==> config.mk <==
export PLATFORM = sky130hd
export DESIGN_NAME = seg7_scan_driver
export DESIGN_NICKNAME = d
export VERILOG_FILES = /design/src/rtl/seg7_scan_driver.sv
export SDC_FILE = /design/constraint.sdc
export NUM_CORES = 1
export LEC_CHECK = 0
export CAP_MARGIN = 20
export CORE_MARGIN = 1
export CORE_UTILIZATION = 55
export DETAILED_ROUTE_END_ITERATION = 12
export DONT_BUFFER_PORTS = 1
export PLACE_DENSITY_LB_ADDON = 0.12
export SLEW_MARGIN = 20
export SYNTH_ARGS = -nofsm -noshare
export SYNTH_HDL_FRONTEND = slang
export SYNTH_SLANG_ARGS = --single-unit
==> constraint.sdc <==
create_clock -name clk -period 3.1 [get_ports clk]
set_input_delay 0.31 -clock clk [delete_from_list [all_inputs] [get_ports clk]]
set_output_delay 0.31 -clock clk [all_outputs]
set_load 0.1 [all_outputs]
==> src/rtl/seg7_scan_driver.sv <==
// Converts a latched binary value to four BCD digits with a sequential double-dabble
// engine and time-multiplexes them onto one seg7 decoder with active-low anodes.
module seg7_scan_driver #(
    parameter int WIDTH       = 14,
    parameter int REFRESH_DIV = 50000
) (
    input  logic             clk,
    input  logic             reset,
    input  logic [WIDTH-1:0] value,
    input  logic             load,
    input  logic             blank_en,
    output logic             busy,
    output logic             ovf,
    output logic [3:0]       bcd,
    output logic [3:0]       an
);

    localparam int CNT_W = $clog2(REFRESH_DIV);
    localparam int SC_W  = $clog2(WIDTH + 1);

    typedef enum logic [1:0] {
        ST_IDLE   = 2'd0,
        ST_SHIFT  = 2'd1,
        ST_COMMIT = 2'd2
    } state_t;

    state_t              r_state;
    state_t              w_state_nxt;
    logic [WIDTH-1:0]    r_bin;
    logic [15:0]         r_scr;
    logic [SC_W-1:0]     r_sh_cnt;
    logic                r_ovf_pend;
    logic                r_busy;
    logic                r_ovf;
    logic [3:0]          r_digit [4];
    logic [15:0]         w_adj;
    logic [16+WIDTH-1:0] w_pair;

    logic [CNT_W-1:0]    r_cnt;
    logic [1:0]          r_idx;
    logic [3:0]          r_an;
    logic [3:0]          r_bcd;
    logic                w_blank;
    logic [3:0]          w_an_nxt;
    logic [3:0]          w_bcd_nxt;

    function automatic logic [3:0] dd_adjust(input logic [3:0] nib);
        if (nib >= 4'd5) begin
            return nib + 4'd3;
        end else begin
            return nib;
        end
    endfunction

    // Conversion state register
    always_ff @(posedge clk) begin
        if (reset) begin
            r_state <= ST_IDLE;
        end else begin
            r_state <= w_state_nxt;
        end
    end

    // Next-state decode and the add-3 step applied before each shift
    always_comb begin
        w_state_nxt = r_state;
        w_adj       = {dd_adjust(r_scr[15:12]), dd_adjust(r_scr[11:8]),
                       dd_adjust(r_scr[7:4]),   dd_adjust(r_scr[3:0])};
        w_pair      = {w_adj, r_bin};
        case (r_state)
            ST_IDLE: begin
                if (load) begin
                    w_state_nxt = ST_SHIFT;
                end else begin
                    w_state_nxt = ST_IDLE;
                end
            end
            ST_SHIFT: begin
                if (r_sh_cnt == SC_W'(WIDTH - 1)) begin
                    w_state_nxt = ST_COMMIT;
                end else begin
                    w_state_nxt = ST_SHIFT;
                end
            end
            ST_COMMIT: w_state_nxt = ST_IDLE;
            default:   w_state_nxt = ST_IDLE;
        endcase
    end

    // Conversion datapath; overflow is decided at capture so COMMIT can saturate
    always_ff @(posedge clk) begin
        if (reset) begin
            r_bin      <= '0;
            r_scr      <= 16'd0;
            r_sh_cnt   <= '0;
            r_ovf_pend <= 1'b0;
            r_busy     <= 1'b0;
            r_ovf      <= 1'b0;
            for (int k = 0; k < 4; k++) begin
                r_digit[k] <= 4'd0;
            end
        end else begin
            r_busy <= (w_state_nxt != ST_IDLE);
            case (r_state)
                ST_IDLE: begin
                    if (load) begin
                        r_bin      <= value;
                        r_scr      <= 16'd0;
                        r_sh_cnt   <= '0;
                        r_ovf_pend <= (32'(value) > 32'd9999);
                    end
                end
                ST_SHIFT: begin
                    {r_scr, r_bin} <= w_pair << 1;
                    r_sh_cnt       <= r_sh_cnt + SC_W'(1);
                end
                ST_COMMIT: begin
                    r_ovf <= r_ovf_pend;
                    for (int k = 0; k < 4; k++) begin
                        r_digit[k] <= r_ovf_pend ? 4'd9 : r_scr[4*k +: 4];
                    end
                end
                default: begin
                    r_ovf <= r_ovf;
                end
            endcase
        end
    end

    // Slot blanking: a slot goes dark only if it and every higher digit are zero
    always_comb begin
        w_blank   = 1'b0;
        w_an_nxt  = 4'b1111;
        w_bcd_nxt = 4'd0;
        case (r_idx)
            2'd3:    w_blank = (r_digit[3] == 4'd0);
            2'd2:    w_blank = (r_digit[3] == 4'd0) && (r_digit[2] == 4'd0);
            2'd1:    w_blank = (r_digit[3] == 4'd0) && (r_digit[2] == 4'd0) &&
                               (r_digit[1] == 4'd0);
            default: w_blank = 1'b0;
        endcase
        if (blank_en && w_blank) begin
            w_an_nxt  = 4'b1111;
            w_bcd_nxt = 4'd0;
        end else begin
            w_an_nxt  = ~(4'b0001 << r_idx);
            w_bcd_nxt = r_digit[r_idx];
        end
    end

    // Refresh counter, scan index and registered display outputs
    always_ff @(posedge clk) begin
        if (reset) begin
            r_cnt <= '0;
            r_idx <= 2'd0;
            r_an  <= 4'b1111;
            r_bcd <= 4'd0;
        end else begin
            if (r_cnt == CNT_W'(REFRESH_DIV - 1)) begin
                r_cnt <= '0;
                r_idx <= r_idx + 2'd1;
            end else begin
                r_cnt <= r_cnt + CNT_W'(1);
            end
            r_an  <= w_an_nxt;
            r_bcd <= w_bcd_nxt;
        end
    end

    assign busy = r_busy;
    assign ovf  = r_ovf;
    assign bcd  = r_bcd;
    assign an   = r_an;

endmodule

# Word-level counts from Yosys, hierarchy flattened
# Memory sizes are Yosys's and may differ from the RTL's. A register that Yosys moved wholly into a read port is not among the register bits.
# Index checks and enable logic that the tools add are counted.
word_totals:
  register_bits: 61
  latch_bits: 0
  ram_bits: 16
  rom_bits: 0
  out_inout_bits: 10
  mem_count: 1
memory_table:
  columns: ["memory", "words", "word_bits", "read_ports", "rd_clocked_by_memory_dff", "wr", "line", "rtl"]
  rows:
  - ["r_digit", 4, 4, 4, 1, 4, "35", "logic [3:0] r_digit [4];"]
classes:
  add_sub_neg: 7
  n_mul: 0
  div_mod_pow: 0
  order_cmp: 5
  eq_ne: 8
  shifts: 1
  mux: 27
  bitwise_logic: 5
  n_reduce_logical: 13
op_table:
  columns: ["op", "count"]
  rows:
  - ["4-bit 2-to-1 mux", 12]
  - ["16-bit case mux with 2 select lines", 1]
  - ["14-bit case mux with 2 select lines", 1]
  - ["16-bit by 1-bit adder with 16-bit output (second input constant)", 1]
  - ["16-bit == test (second input constant)", 1]
  - ["4-bit by 3-bit greater-or-equal comparator with 1-bit output (second input constant)", 4]
  - ["16-bit 2-to-1 mux", 1]
  - ["14-bit > comparator (second input constant)", 1]
  - ["14-bit 2-to-1 mux", 1]
  - ["4-bit by 2-bit adder with 4-bit output (second input constant)", 3]
  - ["4-bit zero test", 3]
  - ["4-bit case mux with 2 select lines", 1]
  - ["2-bit == test (second input constant)", 3]
  - ["1-bit 2-to-1 mux", 6]
  - ["4-bit by 1-bit adder with 4-bit output (second input constant)", 1]
  - ["2-bit by 1-bit == test with 1-bit output (second input constant)", 2]
  - ["4-bit == test (second input constant)", 1]
  - ["4-bit NOT", 1]
  - ["1-bit bitwise OR", 4]
  - ["2-bit case mux with 2 select lines", 1]
  - ["2-bit AND reduction", 2]
  - ["2-bit nonzero test", 2]
  - ["2-bit OR reduction", 2]
  - ["1-bit by 2-bit left shift with 4-bit output (first input constant)", 1]
  - ["other kinds (8)", 10]

# Depth between registers and ports, before layout
# Gate-level depths: netlist (run 1).
# An unclocked memory read counts as a cell.
depth:
  depth_word: 7
  ltp_mapped: 7

# Worst setup path after synthesis (run 1)
# No wires, ideal clock.
synth_path:
  path_kind: "reg2reg"
  start: "reg r_idx[0]"
  end: "reg r_an[0] (netlist: an[0])"
  arrival_ns: 1.860
  required_time_ns: 3.041
  slack_ns: 1.181
  path_stages_with_launch: 8
  path_buffers: 1
  period_less_slack_ns: 1.919
  path_cell_list: "dfxtp_1 > clkbuf_1 > inv_1 > ha_1 > nor2b_1 > nand2_1 > o31ai_1 > or3b_2"
synth_via:
  elab_chain_len: 4
  elab_cells_between_ends: 8
synth_rtl:
  columns: ["element", "line", "rtl"]
  rows:
  - ["from (decl)", "40", "logic [1:0] r_idx;"]
  - ["from (signal assigned)", "161", "r_idx <= r_idx + 2'd1;"]
  - ["2-bit by 1-bit == test with 1-bit output / 2-bit == test (equally long branches)", "135", "case (r_idx)"]
  - ["1-bit case mux with 3 select lines", "135", null]
  - ["1-bit logical AND", "142", "if (blank_en && w_blank) begin"]
  - ["2-bit OR reduction (no line)", null, null]
  - ["to (signal assigned)", "165", "r_an <= w_an_nxt;"]
  - ["to (decl)", "41", "logic [3:0] r_an;"]
# Several ways; a longest one is shown, not always the timed one.
# A chain may end at the register's enable or synchronous reset.

# Worst setup path after layout (run 1)
layout_path:
  start: "reg r_idx[0]"
  end: "reg r_an[2] (netlist: an[2])"
# The elaborated chain is that of the path after synthesis.

==> results of run 1 <==
[report_power, final]
part	internal, W	switching, W	total [W]	leakage [nW]
clock	0.000370	0.000370	0.000740	0.0832
combinational	0.0000366	0.0000541	0.0000907	0.564
sequential	0.00111	0.0000481	0.00115	0.695
[through the flow]
step / cells / hold slack [ns] / area [sq um] / utilization (%) / worst slack [ns]
finish: 443 / 0.0283 / 3870 / 60.6 / 1.01
floorplan: 365 / 0.439 / 3660 / - / 1.18
detailed placement: 427 / 0.388 / 3680 / 57.7 / 1.01
global placement: 427 / 0.387 / 3680 / 57.7 / 1.10
CTS: 443 / 0.0101 / 3870 / 60.6 / 0.988
global route: 443 / 0.00630 / 3870 / 60.6 / 0.798
[routing by layer]
metal / GRT usage, % / wire length, um / up-vias
met2: 30.7 / 2940 / 48
li1: - / - / 1299
met5: 0 / 0 / -
met4: 9.55 / 115 / 0
met1: 28.8 / 3360 / 1259
met3: 3.46 / 211 / 11
[cells in the mapped netlist, drive strengths merged (7+ instances only)]
cell type	number	area share [%]
nor2	44	5.2
o21a	9	1.8
a221oi	9	2.2
clkbuf	14	1.4
a22o	9	2.2
o22ai	13	2.2
a21oi	16	2.2
nor4	10	1.7
nor3	10	1.4
edfxtp	16	13
inv	26	2.7
ha	16	5.5
nand2	9	0.92
dfxtp	65	36
o21ai	8	1.1
nand2b	7	1.3
nand3	13	1.8
xnor2	18	4.3
[flip-flops by register name, summed over array words and instances, names as in the netlist, 2 cells and up]
signal / cells
an: 4
bcd: 4
r_bin: 14
r_cnt: 16
r_digit: 16
r_idx: 2
r_scr: 16
r_sh_cnt: 4
r_state: 2
[cells by family (layout without fill, tap and decap cells)]
group	after synthesis	count (layout)	share of synthesized area, %
simple gates	118	118	17.4
flops	81	81	48.6
compound gates	74	74	13.7
buf+inv	43	44	5.05
xor+xnor	22	22	5.26
fa+ha+maj	16	16	5.46
mux	11	11	4.44
[layout make-up]
cell class,instances,area (sq um)
Clock buffer,11,131
Clock inverter,5,56.3
Fill cell,530,2510
Inverter,27,101
Multi-Input combinational cell,241,1700
Sequential cell,81,1780
Tap cell,77,96.3
Timing Repair Buffer,1,7.51
[how the worst min path moves through the flow]
stage	endpoint	cells after the start
2_1_floorplan	r_cnt[0]$_SDFF_PP0_	1
3_5_place_dp	r_idx[1]$_SDFFE_PP0P_	1
4_1_cts	r_idx[1]$_SDFFE_PP0P_	1
6_report	r_idx[1]$_SDFFE_PP0P_	1
5_1_grt	r_idx[1]$_SDFFE_PP0P_	1
3_3_place_gp	r_scr[11]$_SDFFE_PP0P_	1
[worst reg2reg max path, stage by stage (launching register included)]
cell     delay, ns
dfxtp_1       0.54
inv_1         0.18
ha_1          0.23
nor2b_1       0.14
nand2_1       0.09
o31ai_1       0.63
or3b_2        0.23
==> flow_summary.toml, run 1 <==
[run_status]
status = "complete, no violations"

[layout]
area_growth_syn_to_layout_pct = 5.67
drive_gt1_share_pct = 9.56
antenna_cells = 0
layout_commonest_cell = "dfxtp_1"
final_nets = 395
mostFrequentLayoutCells = "dfxtp_1, nor2_1, inv_1"

[clocking]
ctsHoldBuffers = 0
clk_pin_slew_worst_paths_ns = 0.08
post_cts_buffers = 0
htree_levels = 3
numCtsBuffers = 9
cts_resized = 0
clk_latency_ns = 0.34
cts_sinks = 81
cts_max_path_buffers = 2
cts_tree = "built"
cts_root_buf = "clkbuf_8"

[logic_synthesis]
async_flop_share_pct = 0
syn-num-nets = 399
synth-seq-cells = 81
ys_types = 43
synth-edff-count = 16
yosysWarnings = 0
syn_area_sq_mm = 0.00366
syn_area_per_cell_sq_um = 10.0
synthFlopType = "dfxtp_1"
yosysSeqAreaShare_pct = 48.6
synthCells = 365

[floorplan]
dieWidth_um = 83.6
core_region_area_sq_mm = 0.00639
die_height_um = 83.6
rows = 29
io_pins = 28
fp.dieArea_sq_mm = 0.00699
initial_core_util_pct = 57.4

[critical_path]
r2r_slack_ns = 1.01
path_max_fanout = 7
rr_startpoint = "r_idx[0]$_SDFFE_PP0P_"
critical-path-top-delay-family = "compound AO/OA/AOI/OAI gates"
critPathCapture = "an[2]$_SDFF_PP1_"
r2r_end = "an[2]$_SDFF_PP1_"
cp_cell_sequence = "inv_1 -> ha_1 -> nor2b_1 -> nand2_1 -> o31ai_1 -> or3b_2"
critPathLaunchType = "register"
crit_type = "reg -> reg"
cp_data_arrival_time_ns = 2.38
crit_start = "r_idx[0]$_SDFFE_PP0P_"
path_depth = 6
critPathBufInv = 1
cpPeakStageDelay_ns = 0.63
worstPathRequired_ns = 3.39
ff2ff_path_depth = 6
end_kind = "register"
critPathSlowestCell = "o31ai_1"

[power_and_ir_drop]
total_power_w = 0.00198
power_density_mw_per_mm2 = 512
peakVddDrop_mv = 0.313
leakage_nw = 1.34

[placement]
io_buffers = 0
dp_hpwl_um = 4480
gp_congestion = 0.754

[timing]
fin_crit_ns = 2.09
timing.final.crit_share_pct = 67.4
maxSlewHeadroom_pct = 33.8
tns_ns = 0
skew_ns = 0.00577
setup_violations = 0
timing.final.hold_violations = 0
worst_pin_slew_ns = 0.992
rsz0062_at_grt = "false"
final_max_slew_viol_count = 0
max_freq_mhz = 479

[route]
dr.pass1.iters = 5
drcViolationCount = 0
avgRoutedWirePerCell_um = 14.9
dr_total_vias = 2617
drt-total-wl_um = 6620
drtAntennaViolNets = 0
viasPerCell = 5.91
drt_iter0_drc = 164

[global_route]
grtUsageTotal_pct = 20.5
first_global_vias = 2485
antenna_found_initial = 0
grt_max_degree = 50
grt_pass1_wl_um = 11500
grt_remaining_overflow = 0

[run]
maxCapViolations = 0

[min_path]
hold_path_class = "in -> reg"
min-delay-start = "reset"
Note: power is estimated with default switching activity, not from simulation.
==> run 2, diff against run 1 <==
Settings changed: ABC_AREA set to 1.
Clock period 3.1 ns to 2.15 ns, I/O delays scaled along.
==> run 2 against run 1 <==
  * Hold slack got worse by 0.0031 ns
  * Synthesized area is 4.9% higher
  * First-iteration DRC count is 3.7% lower
  * Core utilization grew 1.5 points
  * Count of clock-buffer cells in the layout rose by 3
  * Wire length increased by 14%
  * Cell count increased by 34%
  * Sequential cell count is the same
  * Clock power up 57%
  * Sequential power rose by 41%
  * Critical endpoint is now bcd[2]$_SDFF_PP0_
  * Largest cell class unchanged
  * Highest routed layer unchanged
==> flow_summary.toml, run 2 <==
[critical_path]
cp_cell_sequence = "buf_4 -> inv_1 -> ha_1 -> inv_1 -> nand3_1 -> nor3_1 -> nand2_1 -> nand2_1 -> nor2_1"
end_kind = "register"
critPathLaunchType = "register"
rr_startpoint = "r_idx[0]$_SDFFE_PP0P_"
critPathSlowestCell = "dfxtp_1"
path_max_fanout = 13
cp_data_arrival_time_ns = 1.85
r2r_end = "bcd[2]$_SDFF_PP0_"
crit_type = "reg -> reg"
cpPeakStageDelay_ns = 0.32
r2r_slack_ns = 0.54
ff2ff_path_depth = 9
worstPathRequired_ns = 2.39

[clocking]
cts_tree = "built"
numCtsBuffers = 9
clk_pin_slew_worst_paths_ns = 0.08
cts_sinks = 81
clk_latency_ns = 0.34
post_cts_buffers = 0
htree_levels = 3
cts_root_buf = "clkbuf_8"
cts_max_path_buffers = 2

[timing]
timing.final.crit_share_pct = 74.7
skew_ns = 0.00980
setup_violations = 0
max_freq_mhz = 623
maxSlewHeadroom_pct = 58.5
hold_ws_ns = 0.0252
tns_ns = 0
fin_crit_ns = 1.61
timing.final.hold_violations = 0
rsz0062_at_grt = "false"
worst_pin_slew_ns = 0.621
final_max_slew_viol_count = 0

[route]
viasPerCell = 5.25
drt_iter0_drc = 158
dr_total_vias = 3124
drt-total-wl_um = 7530
avgRoutedWirePerCell_um = 12.7
drtAntennaViolNets = 0
drcViolationCount = 0
dr.pass1.iters = 4

[logic_synthesis]
synthCells = 498
synthSimpleGateAreaFrac_pct = 26.2
synth_area_leader_cell = "dfxtp_1"
yosysMostFrequentCell = "nand2_1"
yosys.area.top_type_share_pct = 33.9
syn_area_per_cell_sq_um = 7.72
synthTopCellsByArea = "dfxtp_1, edfxtp_1, nand2_1"
synthFlopType = "dfxtp_1"
synthXorXnorAreaFrac_pct = 1.37
ys_types = 31
async_flop_share_pct = 0
yosysWarnings = 0
synth-edff-count = 16
synthMuxAreaShare_pct = 0
syn-num-nets = 532
yosysSeqAreaShare_pct = 46.4
synth_common_cells = "nand2_1, dfxtp_1, inv_1"
syn_area_sq_mm = 0.00384
synth_top_family_by_area = "simple AND/OR/NAND/NOR gates"
synth-seq-cells = 81
synth-compound-area-share_pct = 12.0
synth_adder_area_share_pct = 5.21

[global_route]
grt_remaining_overflow = 0
grtUsageTotal_pct = 22.2
busiest_layer = "met2"
use_met2_pct = 36.3
grt_max_degree = 33
grt_pass1_wl_um = 12800
antenna_found_initial = 0
grtUsageMet1_pct = 28.1
first_global_vias = 2893
met3_usage_pct = 4.33

[power_and_ir_drop]
power_density_mw_per_mm2 = 713
leakage_nw = 1.60
total_power_w = 0.00299
peakVddDrop_mv = 0.400

[layout]
multiInputGateArea_sq_mm = 0.00172
area_growth_syn_to_layout_pct = 9.11
mostFrequentLayoutCells = "nand2_1, dfxtp_1, inv_1"
antenna_cells = 0
largest_registers = "r_cnt x16, r_digit x16, r_scr x16"
nFillCells = 622
regArea_sq_mm = 0.00178
final_nets = 544
drive_gt1_share_pct = 8.93
layout_commonest_cell = "nand2_1"
fin_util_pct = 62.1

[min_path]
hold_depth = 2
min-delay-start = "value[0]"
min_to = "r_bin[0]$_SDFFE_PP0P_"
hold_path_class = "in -> reg"

[placement]
dp_hpwl_um = 5460
io_buffers = 0
gp_congestion = 0.819

[floorplan]
dieWidth_um = 85.6
fp.dieArea_sq_mm = 0.00733
initial_core_util_pct = 56.9
die_height_um = 85.6
rows = 30
core_region_area_sq_mm = 0.00676
io_pins = 28

[run]
maxCapViolations = 0

[run_status]
status = "complete, no violations"
==> run 2: changes by cell type after synthesis, moves of 10 or more <==
cell	previous run	this run
nand2_1	9	103
inv_1	26	62
a21oi_1	16	51
nand3_1	13	35
o21ai_0	8	29
nor2_1	34	51
xnor2_1	18	2
o22ai_1	13	1
clkbuf_1	14	4
nor4_1	10	0
==> run 2: worst max-delay path by stage <==
stage	from	endpoint	slack, ns	depth (start not counted)
after floorplan	r_idx[0]$_SDFFE_PP0P_	bcd[0]$_SDFF_PP0_	0.63	10
after global placement	r_idx[0]$_SDFFE_PP0P_	bcd[3]$_SDFF_PP0_	0.64	9
after detailed placement	r_idx[0]$_SDFFE_PP0P_	bcd[2]$_SDFF_PP0_	0.56	9
final	r_idx[0]$_SDFFE_PP0P_	bcd[2]$_SDFF_PP0_	0.54	9
after CTS	r_idx[0]$_SDFFE_PP0P_	bcd[2]$_SDFF_PP0_	0.54	9
after global routing	r_idx[1]$_SDFFE_PP0P_	bcd[2]$_SDFF_PP0_	0.38	11
==> run 2: final cells by class <==
| class | instances | share of cell area (%) |
|---|---|---|
| Sequential cell | 81 | 42.5 |
| Multi-Input combinational cell | 335 | 41.0 |
| Inverter | 67 | 6.00 |
| Clock buffer | 14 | 4.15 |
| Timing Repair Buffer | 16 | 3.16 |
| Tap cell | 80 | 2.39 |
| Clock inverter | 2 | 0.835 |
==> run 2: logic make-up after synthesis <==
group / after synthesis
adder cells (fa/ha/maj): 16
AO/OA/AOI/OAI: 89
flip-flops: 81
XOR/XNOR: 6
buffers and inverters: 82
AND/OR/NAND/NOR: 224
==> run 2: worst max-delay path: cells and delay by family, from the launching register on <==
| family | cells | cell delay, ns |
|---|---|---|
| buffers and inverters | 3 | 0.39 |
| adders and majority gates | 1 | 0.25 |
| DFF | 1 | 0.32 |
| and+or+nand+nor | 5 | 0.54 |
==> run 2: timing repair <==
action,in CTS,in global routing
gates resized for setup,0,0
hold buffers,1,0
hold endpoints to repair,32,0
==> run 2: through the flow <==
step / worst slack (ns) / instance area [sq um] / std cells
detailed placement: 0.559 / 3970 / 578
finish: 0.545 / 4190 / 595
floorplan: 0.630 / 3840 / 498
global route: 0.380 / 4190 / 595
global placement: 0.641 / 3970 / 578
CTS: 0.544 / 4190 / 595
==> run 2: per-layer routing <==
metal,wire length (um),vias up
met5,0,-
li1,-,1640
met2,3570,63
met3,265,10
met4,107,0
met1,3590,1411
==> run 2: report_power, final <==
part,switching (W),leakage [nW],internal (W)
registers,0.0000257,0.694,0.00159
clock network,0.000520,0.106,0.000640
logic,0.000157,0.804,0.0000598
total,0.000703,1.60,0.00229
==> run 3, diff against run 2 <==
Clock period 2.15 ns to 1.5 ns, I/O delays scaled along.
==> run 3 against run 2 <==
  * Wire length fell by 1.6%
  * Global-route usage fell by 0.72 points
  * Design area increased by 4.4%
  * Critical endpoint is now bcd[1]$_SDFF_PP0_
==> flow_summary.toml, run 3 (synthesis results as in run 2) <==
[run_status]
status = "complete, no violations"

[critical_path]
path_max_fanout = 5
critPathLaunchType = "register"
cp_data_arrival_time_ns = 1.63
crit_type = "reg -> reg"
end_kind = "register"
worstPathRequired_ns = 1.75
ff2ff_path_depth = 8

[layout]
nFillCells = 557
final_nets = 565
drive_gt1_share_pct = 12.1
instances_no_fill = 616
fin_area_sq_mm = 0.00438
largest_registers = "r_cnt x16, r_digit x16, r_scr x16"
layout_commonest_cell = "nand2_1"
regArea_sq_mm = 0.00178
area_growth_syn_to_layout_pct = 13.9
antenna_cells = 0
multiInputGateArea_sq_mm = 0.00175
mostFrequentLayoutCells = "nand2_1, dfxtp_1, inv_1"

[power_and_ir_drop]
power_density_mw_per_mm2 = 917
peakVddDrop_mv = 0.714
total_power_w = 0.00401
leakage_nw = 1.71

[placement]
io_buffers = 0
dp_hpwl_um = 5340
gp_congestion = 0.847
place_area_sq_mm = 0.00405
placed_cells_incl_taps = 586

[timing]
final_max_slew_viol_count = 0
hold_ws_ns = 0.0246
max_freq_mhz = 726
timing.final.crit_share_pct = 91.9
tns_ns = 0
fin_crit_ns = 1.38
worst_pin_slew_ns = 0.413
skew_ns = 0.00637
timing.final.hold_violations = 0
rsz0062_at_grt = "false"
maxSlewHeadroom_pct = 72.2
setup_violations = 0

[global_route]
grt_max_degree = 33
grtUsageMet1_pct = 26.7
use_met2_pct = 36.2
grt_pass1_wl_um = 12500
met3_usage_pct = 3.56
grtUsageTotal_pct = 21.5
grt_remaining_overflow = 0
busiest_layer = "met2"
antenna_found_initial = 0
first_global_vias = 2896

[route]
drtAntennaViolNets = 0
dr_total_vias = 3226
viasPerCell = 5.24
drt_iter0_drc = 132
drcViolationCount = 0
drt-total-wl_um = 7410
dr.pass1.iters = 4
avgRoutedWirePerCell_um = 12.0

[clocking]
cts_sinks = 81
cts_root_buf = "clkbuf_8"
clk_pin_slew_worst_paths_ns = 0.08
cts_tree = "built"
cts_max_path_buffers = 2
numCtsBuffers = 9
htree_levels = 3
clk_latency_ns = 0.35

[floorplan]
rows = 30
core_region_area_sq_mm = 0.00676
initial_core_util_pct = 56.9
die_height_um = 85.6
fp.dieArea_sq_mm = 0.00733
io_pins = 28
dieWidth_um = 85.6

[min_path]
hold_depth = 4
hold_path_class = "in -> reg"

[run]
maxCapViolations = 0
[run 3: path summary, 6_finish.rpt]
path | to | startpoint | slack [ns]
max | bcd[1]$_SDFF_PP0_ | r_idx[0]$_SDFFE_PP0P_ | 0.12
min | r_bin[9]$_SDFFE_PP0P_ | value[9] | 0.02
max reg2reg | bcd[1]$_SDFF_PP0_ | r_idx[0]$_SDFFE_PP0P_ | 0.12
min reg2reg | r_cnt[0]$_SDFF_PP0_ | r_cnt[0]$_SDFF_PP0_ | 0.46
[run 3: per-layer routing]
layer | up-vias | wire (um)
met2 | 67 | 3510
met1 | 1455 | 3500
met4 | 0 | 138
met3 | 13 | 260
li1 | 1691 | -
met5 | - | 0
[run 3: worst max-delay path, cell delays in order (launching register included)]
cell and delay (ns):
dfxtp_2 0.37, inv_1 0.11, ha_1 0.22, inv_1 0.06, nand3_1 0.07, nor3_1 0.15
nand2_1 0.15, nand2_2 0.12, nor2_1 0.04
[run 3: repair_timing]
| item | CTS | global route |
|---|---|---|
| resized for setup | 0 | 7 |
| setup buffers | 0 | 2 |
| setup endpoints to repair | 0 | 24 |
| hold buffers | 11 | 0 |
| endpoints found under the hold margin | 36 | 0 |
[run 3: final cells by class]
type	count	share of cell area (%)
Sequential cell	81	40.8
Multi-Input combinational cell	336	39.9
Timing Repair Buffer	36	7.60
Inverter	67	5.75
Clock buffer	9	2.83
Tap cell	80	2.29
Clock inverter	7	0.858
[run 3: metrics by stage]
step / setup slack (ns) / utilization, %
after detailed placement: 0.0208 / 59.9
after floorplan: 0.00907 / -
final: 0.122 / 64.8
after global placement: 0.116 / 59.9
after CTS: 0.0120 / 64.1
after global routing: 0.00932 / 64.8
[run 3: power breakdown]
part / internal, W / leakage (nW) / switching (W) / total (W)
Clock: 0.000582 / 0.0883 / 0.000756 / 0.00134
Sequential: 0.00228 / 0.695 / 0.0000360 / 0.00231
Combinational: 0.000126 / 0.927 / 0.000234 / 0.000361
Total: 0.00299 / 1.71 / 0.00103 / 0.00401
